===== config.mk =====
export PLATFORM = sky130hd
export DESIGN_NAME = btb_update_ctrl
export DESIGN_NICKNAME = d
export VERILOG_FILES = /design/src/rtl/lc3b_types.sv /design/src/rtl/btb_upd_fifo.sv /design/src/rtl/btb_update_ctrl.sv
export SDC_FILE = /design/constraint.sdc
export NUM_CORES = 1
export LEC_CHECK = 0
export CORE_MARGIN = 2
export CORE_UTILIZATION = 49
export DETAILED_ROUTE_END_ITERATION = 7
export PLACE_DENSITY_LB_ADDON = 0.12
export RECOVER_POWER = 100
export REMOVE_ABC_BUFFERS = 1
export SLEW_MARGIN = 20
export SYNTH_ARGS = -nofsm -noshare
export SYNTH_HDL_FRONTEND = slang
export SYNTH_HIERARCHICAL = 1
export SYNTH_SLANG_ARGS = --single-unit

===== constraint.sdc =====
create_clock -name clk -period 2.9 [get_ports clk]
set_clock_uncertainty 0.1 [all_clocks]
set_input_delay 0.87 -clock clk [delete_from_list [all_inputs] [get_ports clk]]
set_output_delay 0.87 -clock clk [all_outputs]
set_load 0.01 [all_outputs]

===== src/rtl/lc3b_types.sv =====
// Shared LC-3b type definitions for the branch target buffer update path.
//   lc3b_word   : 16-bit machine word (PCs, targets)
//   btb_index_t : BTB set index, taken from PC[5:1]
//   btb_tag_t   : BTB tag, taken from PC[15:6]
//   btb_upd_t   : one queued BTB write {tag, index, target}
//   BTB_SETS    : number of sets in the BTB
package lc3b_types;

  typedef logic [15:0] lc3b_word;
  typedef logic [4:0]  btb_index_t;
  typedef logic [9:0]  btb_tag_t;

  typedef struct packed {
    btb_tag_t   tag;
    btb_index_t index;
    lc3b_word   target;
  } btb_upd_t;

  localparam int BTB_SETS = 32;

  typedef enum logic {
    ST_FLUSH = 1'b0,
    ST_RUN   = 1'b1
  } btb_upd_state_t;

endpackage


===== src/rtl/btb_upd_fifo.sv =====
// Small FIFO of pending BTB writes.
//   clk, rst_n : clock, asynchronous active-low reset
//   clr        : synchronous clear; wins over push and pop on the same edge
//   push       : enqueue push_data (ignored when full)
//   push_data  : entry to enqueue
//   pop        : dequeue the head (ignored when empty)
//   head       : current head entry (meaningless when empty)
//   count      : number of stored entries, 0..DEPTH
//   full/empty : count == DEPTH / count == 0
module btb_upd_fifo
  import lc3b_types::*;
#(
  parameter int DEPTH = 4
) (
  input  logic                     clk,
  input  logic                     rst_n,
  input  logic                     clr,
  input  logic                     push,
  input  btb_upd_t                 push_data,
  input  logic                     pop,
  output btb_upd_t                 head,
  output logic [$clog2(DEPTH):0]   count,
  output logic                     full,
  output logic                     empty
);

  localparam int PTR_W = $clog2(DEPTH);
  localparam int CNT_W = PTR_W + 1;

  btb_upd_t         mem [DEPTH];
  logic [PTR_W-1:0] wr_ptr;
  logic [PTR_W-1:0] rd_ptr;
  logic             do_push;
  logic             do_pop;

  assign full    = (count == CNT_W'(DEPTH));
  assign empty   = (count == '0);
  assign do_push = push && !full;
  assign do_pop  = pop && !empty;
  assign head    = mem[rd_ptr];

  // Pointers wrap naturally because DEPTH is a power of two.
  always_ff @(posedge clk or negedge rst_n) begin
    if (!rst_n) begin
      wr_ptr <= '0;
      rd_ptr <= '0;
      count  <= '0;
    end else if (clr) begin
      wr_ptr <= '0;
      rd_ptr <= '0;
      count  <= '0;
    end else begin
      if (do_push) wr_ptr <= wr_ptr + 1'b1;
      if (do_pop)  rd_ptr <= rd_ptr + 1'b1;
      case ({do_push, do_pop})
        2'b10:   count <= count + 1'b1;
        2'b01:   count <= count - 1'b1;
        default: count <= count;
      endcase
    end
  end

  // Storage carries no reset; validity is tracked by count alone.
  always_ff @(posedge clk) begin
    if (do_push && !clr) mem[wr_ptr] <= push_data;
  end

endmodule


===== src/rtl/btb_update_ctrl.sv =====
// Sequences every write into the single-ported BTB. Taken-branch resolutions
// from WB are queued, then written when the ID stage is not using the port,
// when the queue is full, or when the head has waited AGE_MAX cycles. After
// reset and on flush_req the whole array is invalidated one set per cycle.
//   flush_req    : pulse, start full invalidate (ignored during a walk)
//   wb_valid/wb_taken/wb_pc/wb_target : branch resolution from WB
//   id_lookup    : ID stage requests the BTB port
//   wb_stall     : queue full, WB must hold
//   lookup_stall : ID lookup denied this cycle
//   btb_we/btb_inv/btb_index/btb_tag/btb_target : BTB port drive
//   busy         : invalidate walk in progress
module btb_update_ctrl
  import lc3b_types::*;
#(
  parameter int DEPTH   = 4,
  parameter int AGE_MAX = 8,
  parameter int SETS    = 32
) (
  input  logic       clk,
  input  logic       rst_n,
  input  logic       flush_req,
  input  logic       wb_valid,
  input  logic       wb_taken,
  input  lc3b_word   wb_pc,
  input  lc3b_word   wb_target,
  input  logic       id_lookup,
  output logic       wb_stall,
  output logic       lookup_stall,
  output logic       btb_we,
  output logic       btb_inv,
  output btb_index_t btb_index,
  output btb_tag_t   btb_tag,
  output lc3b_word   btb_target,
  output logic       busy
);

  localparam int CNT_W  = $clog2(DEPTH) + 1;
  localparam int WALK_W = (SETS > 1) ? $clog2(SETS) : 1;
  localparam int AGE_W  = $clog2(AGE_MAX + 1);

  btb_upd_state_t    state;
  logic [WALK_W-1:0] walk;
  logic [AGE_W-1:0]  age;

  btb_upd_t          push_data;
  btb_upd_t          head;
  logic [CNT_W-1:0]  fifo_count;
  logic              fifo_full;
  logic              fifo_empty;
  logic              push;
  logic              clr;
  logic              grant;
  logic              in_run;
  logic              unused_pc0;

  assign unused_pc0 = wb_pc[0];

  assign in_run   = (state == ST_RUN);
  assign wb_stall = (fifo_count == CNT_W'(DEPTH));
  assign push     = wb_valid && wb_taken && !wb_stall;
  assign clr      = in_run && flush_req;

  // A full queue or a stale head takes the port even from a live lookup.
  assign grant = in_run && !fifo_empty &&
                 (!id_lookup || fifo_full || (age >= AGE_W'(AGE_MAX)));

  assign push_data.tag    = wb_pc[15:6];
  assign push_data.index  = wb_pc[5:1];
  assign push_data.target = wb_target;

  btb_upd_fifo #(
    .DEPTH (DEPTH)
  ) u_fifo (
    .clk       (clk),
    .rst_n     (rst_n),
    .clr       (clr),
    .push      (push && !clr),
    .push_data (push_data),
    .pop       (grant),
    .head      (head),
    .count     (fifo_count),
    .full      (fifo_full),
    .empty     (fifo_empty)
  );

  assign busy         = !in_run;
  assign btb_inv      = !in_run;
  assign btb_we       = grant;
  assign btb_index    = in_run ? head.index : btb_index_t'(walk);
  assign btb_tag      = head.tag;
  assign btb_target   = head.target;
  assign lookup_stall = in_run ? (grant && id_lookup) : id_lookup;

  always_ff @(posedge clk or negedge rst_n) begin
    if (!rst_n) begin
      state <= ST_FLUSH;
      walk  <= '0;
      age   <= '0;
    end else begin
      case (state)
        ST_FLUSH: begin
          if (walk == WALK_W'(SETS - 1)) begin
            state <= ST_RUN;
            walk  <= '0;
          end else begin
            walk <= walk + 1'b1;
          end
        end
        default: begin
          if (flush_req) begin
            state <= ST_FLUSH;
            walk  <= '0;
          end
        end
      endcase

      // Age measures how long the current head has been denied the port.
      if (clr || fifo_empty || grant) begin
        age <= '0;
      end else if (in_run && (age < AGE_W'(AGE_MAX))) begin
        age <= age + 1'b1;
      end
    end
  end

endmodule


* After elaboration in Yosys (flattened, before gate mapping)
Memories as Yosys holds them, arrays and structs flattened.
Index checks and enable logic that the tools add are counted.
** Storage, ports and cells
- Memory bits (writable) :: 124
- Output and inout port bits :: 36
- Memories kept :: 1
- Flip-flop bits (word level) :: 17
- ROM bits :: 0
- Bits in latches :: 0
- Bits of input ports :: 38
- Word-level logic and storage cells :: 63
** Memories
- u_fifo.mem :: words 4, width 31, read ports 1, clocked after Yosys merged registers in 0, write ports 1, RTL line btb_upd_fifo.sv:30 : btb_upd_t mem [DEPTH];
** Cells by class
- Multipliers :: 0
- Magnitude comparators :: 2
- Div/mod/pow operators :: 0
- Reduce and logical (&&, ||, !) cells :: 25
- Shifts and indexed selects :: 0
- Add/subtract/negate cells :: 6
- Mux-type cells :: 18
- Equality and inequality tests :: 5
- Bitwise gates (word level) :: 0
** Operators with widths (number)
- 5-bit two-way mux :: 4
- 1-bit logical AND :: 11
- 2-bit two-way mux :: 4
- 4-bit two-way mux :: 2
- 1-bit two-way mux :: 6
- 3-bit case mux with 2 select lines :: 1
- 2-bit nonzero test :: 3
- 5-bit by 1-bit adder with 5-bit output, second input constant :: 1
- 5-bit equality test, second input constant :: 1
- 1-bit zero test :: 5
- 2-bit by 1-bit adder with 2-bit output, second input constant :: 2
- 4-bit by 1-bit adder with 4-bit output, second input constant :: 1
- 4-bit >= comparator, second input constant :: 1
- 1-bit logical OR :: 4
- 4-bit < comparator, second input constant :: 1
- 3-bit by 1-bit adder with 3-bit output, second input constant :: 1
- 3-bit equality test, second input constant :: 1
- 3-bit zero test :: 1
- 3-bit two-way mux :: 1
- 3-bit nonzero test :: 1
- 3-bit by 1-bit subtractor with 3-bit output, second input constant :: 1
- 2-bit by 1-bit equality test with 1-bit output, second input constant :: 1
- 2-bit equality test, second input constant :: 1
- 2-bit != test, second input constant :: 1

* Depth between registers and ports, before layout
- Depth in word-level cells :: 8
- Gate-level depth with buffers :: 10
- Depth with buffers taken out :: 8

* Modules after synthesis
Netlist, hierarchy kept.
** Modules (own cells, without submodules)
- btb_upd_fifo :: area an instance 5039.8 um2, instances 1, cells an instance 226
- btb_update_ctrl :: area an instance 664.4 um2, instances 1, cells an instance 64

* Least setup slack after synthesis
No wires, ideal clock.
- Kind :: input port to flip-flop
- Start point :: input flush_req
- End point :: memory u_fifo/mem[0][0] (netlist bit), enable pin
- Arrival :: 2790 ps
- Setup time :: 391 ps
- Stages :: 6
- Slack :: -381 ps
- Path buffers :: 1
- Cell sequence :: and2_1 > nor3_1 > buf_2 > inv_1 > nor3_1 > and2_1
** Between the ends
- Word-level cells in the longest chain between the ends :: 7
** RTL lines
- start, declared :: RTL line btb_update_ctrl.sv:21 : input logic flush_req,
- 1-bit logical AND (*) :: RTL line btb_update_ctrl.sv:61 : assign clr = in_run && flush_req;
- 1-bit zero test (*) :: RTL line btb_upd_fifo.sv:65, btb_update_ctrl.sv:77
- 1-bit logical AND :: RTL line btb_update_ctrl.sv:77 : .push (push && !clr),
- 1-bit logical AND :: RTL line btb_upd_fifo.sv:38 : assign do_push = push && !full;
- 1-bit logical AND (*) :: RTL line btb_upd_fifo.sv:65 : if (do_push && !clr) mem[wr_ptr] <= push_data;
- 1-bit two-way mux (*) :: RTL line btb_upd_fifo.sv:65
- 1-bit two-way mux (not written as such) (*) :: RTL line btb_upd_fifo.sv:65
- end, declared :: RTL line btb_upd_fifo.sv:30
Every way passes the cells marked *; elsewhere a longest branch is shown, timed or not.

==> results_dict.tcl <==
set metrics [dict create \
    clkTransAtPathRegs_ns 0.06 \
    r2r_slack_ns 0.21 \
    postSynthRegisterBits 141 \
    cts_made_buffers 17 \
    cts_sinks 141 \
    grt_remaining_overflow 0 \
    synth_ff_type "edfxtp_1" \
    die_area_sq_um 12500 \
    drt_iter0_drc 195 \
    synth_most_common_cell "edfxtp_1" \
    row_count 39 \
    total_power_mw 7.08 \
    yosysWarnings 6 \
    synth_xor_area_frac 0.00921 \
    crit_path_start_kind "flop" \
    core_sq_um 11400 \
    synth-simple-area-share 0.0483 \
    grtUsageTotal 0.183 \
    final-setup-viol-count 1 \
    muxShareOfSynthArea 0.137 \
    avgViaCountPerCell 5.36 \
    worst_pin_slew_ns 0.998 \
    crit_fanout 4 \
    syn_avg_cell_area_sq_um 19.7 \
    critPathArrivalTime_ns 1.93 \
    firstDrtPassIters 4 \
    vias 3005 \
    cts-root-buf "clkbuf_16" \
    yosysSeqAreaShare 0.727 \
    dp_hpwl_mm 6.67 \
    cp-end-kind "output port" \
    slowest_stage "mux4_2" \
    p_per_area_nw_per_um2 957 \
    pre_cts_ws_ns -0.373 \
    hp-start "walk[4]" \
    period_needed_ns 2.90 \
    path_cells "buf_12, mux4_2, mux2_4, buf_6" \
    worst_slack_ns -0.00200 \
    insertedDiodeCount 0 \
    slew_violations 0 \
    period_share 1.00 \
    synthArstFlopShare 0.121 \
    synth_cells 290 \
    synth_common_cells "edfxtp_1, mux4_2, dfrtp_1" \
    rsz0062_at_grt "yes" \
    crit_type "flop to output port" \
    hold_viol_final 0 \
    status "finished, violations left" \
    drt.antenna.violating_nets 0 \
    fin_nets 452 \
    power.ir.vdd_worst_mv 0.592 \
    synth_area_leaders "edfxtp_1, mux4_2, dfrtp_1" \
    reg2reg_from "u_fifo/count[0]" \
    cts_tree "yes" \
    fmax_mhz 345 \
    wire_per_inst_microns 18.6 \
    required_ns 1.93 \
    place.gp.congestion 0.776 \
    r2r-end "u_fifo/count[1]" \
    ios 74 \
    netlist_area_sq_um 5700 \
    tns_ns -0.00200 \
    synth_top_family_by_area "multiplexers" \
    antenna_found_initial 0 \
    port_buffers 72 \
    min_path_type "flop to flop" \
    drive_gt1_frac 0.323 \
    routed_wl_mm 10.4 \
    synth_edf_count 124 \
    hold_depth 1 \
    grt_first_pass_wirelength_mm 16.8 \
    violations "negative setup slack" \
    drcViolationCount 0 \
    hold_end "walk[4]" \
    grt_max_degree 24 \
    clk_latency_ns 0.41 \
    start_util 0.502 \
    h-tree-depth 4 \
    yosys.area.top_type "edfxtp_1" \
    synth_fa_ha_area_frac 0.0211 \
    maxCapViolations 0 \
    die_width_microns 112 \
    syn_to_final_growth_pct 29.8 \
    relSlewSlack 0.334 \
    slowest_delay_ns 0.53 \
    grt_pass1_vias 3175 \
    die_h_microns 112 \
    r2r_cells 10 \
    p_leak_nw 2.63 \
    clock_path_buffers 2 \
    yosysUniqueCellTypes 51 \
    synth_top_area_frac 0.653 \
    synth_compound_area_frac 0.0349 \
]
-- metrics by stage --
step / cell area, sq um / utilization / std cells / hold WS (ns)
final: 7400 / 0.651 / 561 / 0.454
after global routing: 7400 / 0.651 / 561 / 0.460
after CTS: 7510 / 0.661 / 562 / 0.451
after detailed placement: 6860 / 0.603 / 525 / 0.435
after global placement: 6860 / 0.603 / 525 / 0.413
after floorplan: 5600 / - / 275 / 0.390
-- worst max-delay path, delay by kind of cell, from the launching register on --
kind     cells  cell delay [ns]
buf+inv      2             0.26
flops        1             0.45
mux          2             0.81
-- where the power goes --
group | internal, mW | leakage (nW) | switching (mW)
sequential | 2.46 | 1.34 | 0.148
clock | 1.42 | 0.292 | 0.781
combinational | 1.25 | 1.00 | 1.01
-- how the worst max path moves through the flow --
| stage | endpoint | start | slack (ns) |
|---|---|---|---|
| 2_1_floorplan | u_fifo/mem[0][0] | flush_req | -0.73 |
| 3_3_place_gp | lookup_stall | id_lookup | -0.36 |
| 3_5_place_dp | u_fifo/count[1] | id_lookup | -0.37 |
| 4_1_cts | btb_tag[2] | u_fifo/rd_ptr[0] | -0.04 |
| 5_1_grt | btb_index[4] | u_fifo/rd_ptr[0] | -0.05 |
| 6_report | btb_index[4] | u_fifo/rd_ptr[0] | -0.002 |
-- repair_timing --
item / in CTS / in global routing
buffers inserted: 4 / 0
endpoints found under the hold margin: 0 / 0
endpoints found under the setup margin: 34 / 21
gates cloned: 1 / 0
resized for setup: 136 / 8
hold buffers: 0 / 0
pin swaps: 1 / 0
-- cells in the final DEF, fill, tap and decap left out, types with 6 or more instances in the layout --
master,instances
buf_6,11
clkbuf_16,17
a21oi_1,9
mux4_2,31
dfrtp_1,16
buf_12,7
buf_4,22
dlygate4sd3_1,33
clkbuf_1,7
buf_2,9
ha_1,8
nand2_1,8
inv_1,6
clkbuf_2,10
nor2_1,11
edfxtp_1,124
-- per-layer routing --
metal	vias to the layer above	global-route usage	part of all wire	routed length, microns
met4	0	0.0741	0.021	214
met2	69	0.277	0.48	5050
met3	20	0.0631	0.046	475
li1	1395	-	-	-
met5	-	0	0	0
met1	1521	0.245	0.45	4690
-- cells by family (layout without fill, tap and decap cells) --
family | after synthesis | count (layout)
buf+inv | 22 | 150
xor+xnor | 6 | 6
mux | 37 | 37
simple gates | 47 | 47
flops | 141 | 141
fa+ha+maj | 9 | 9
compound gates | 28 | 28
-- cell type report --
type / count / area, sq um
fillers: 798 / 3970
clock inverters: 14 / 174
flip-flops and latches: 141 / 4150
clock buffers: 18 / 429
well taps: 143 / 179
inverters: 7 / 28.8
repair buffers: 111 / 1010
multi-input cells: 127 / 1430
-- state kept, by name, indices dropped and copies added (netlist names) --
name	count
walk	5
u_fifo/count	3
u_fifo/rd_ptr	2
in_run	1
u_fifo/mem	124
age	4
u_fifo/wr_ptr	2
Note: power is estimated with default switching activity, not from simulation.
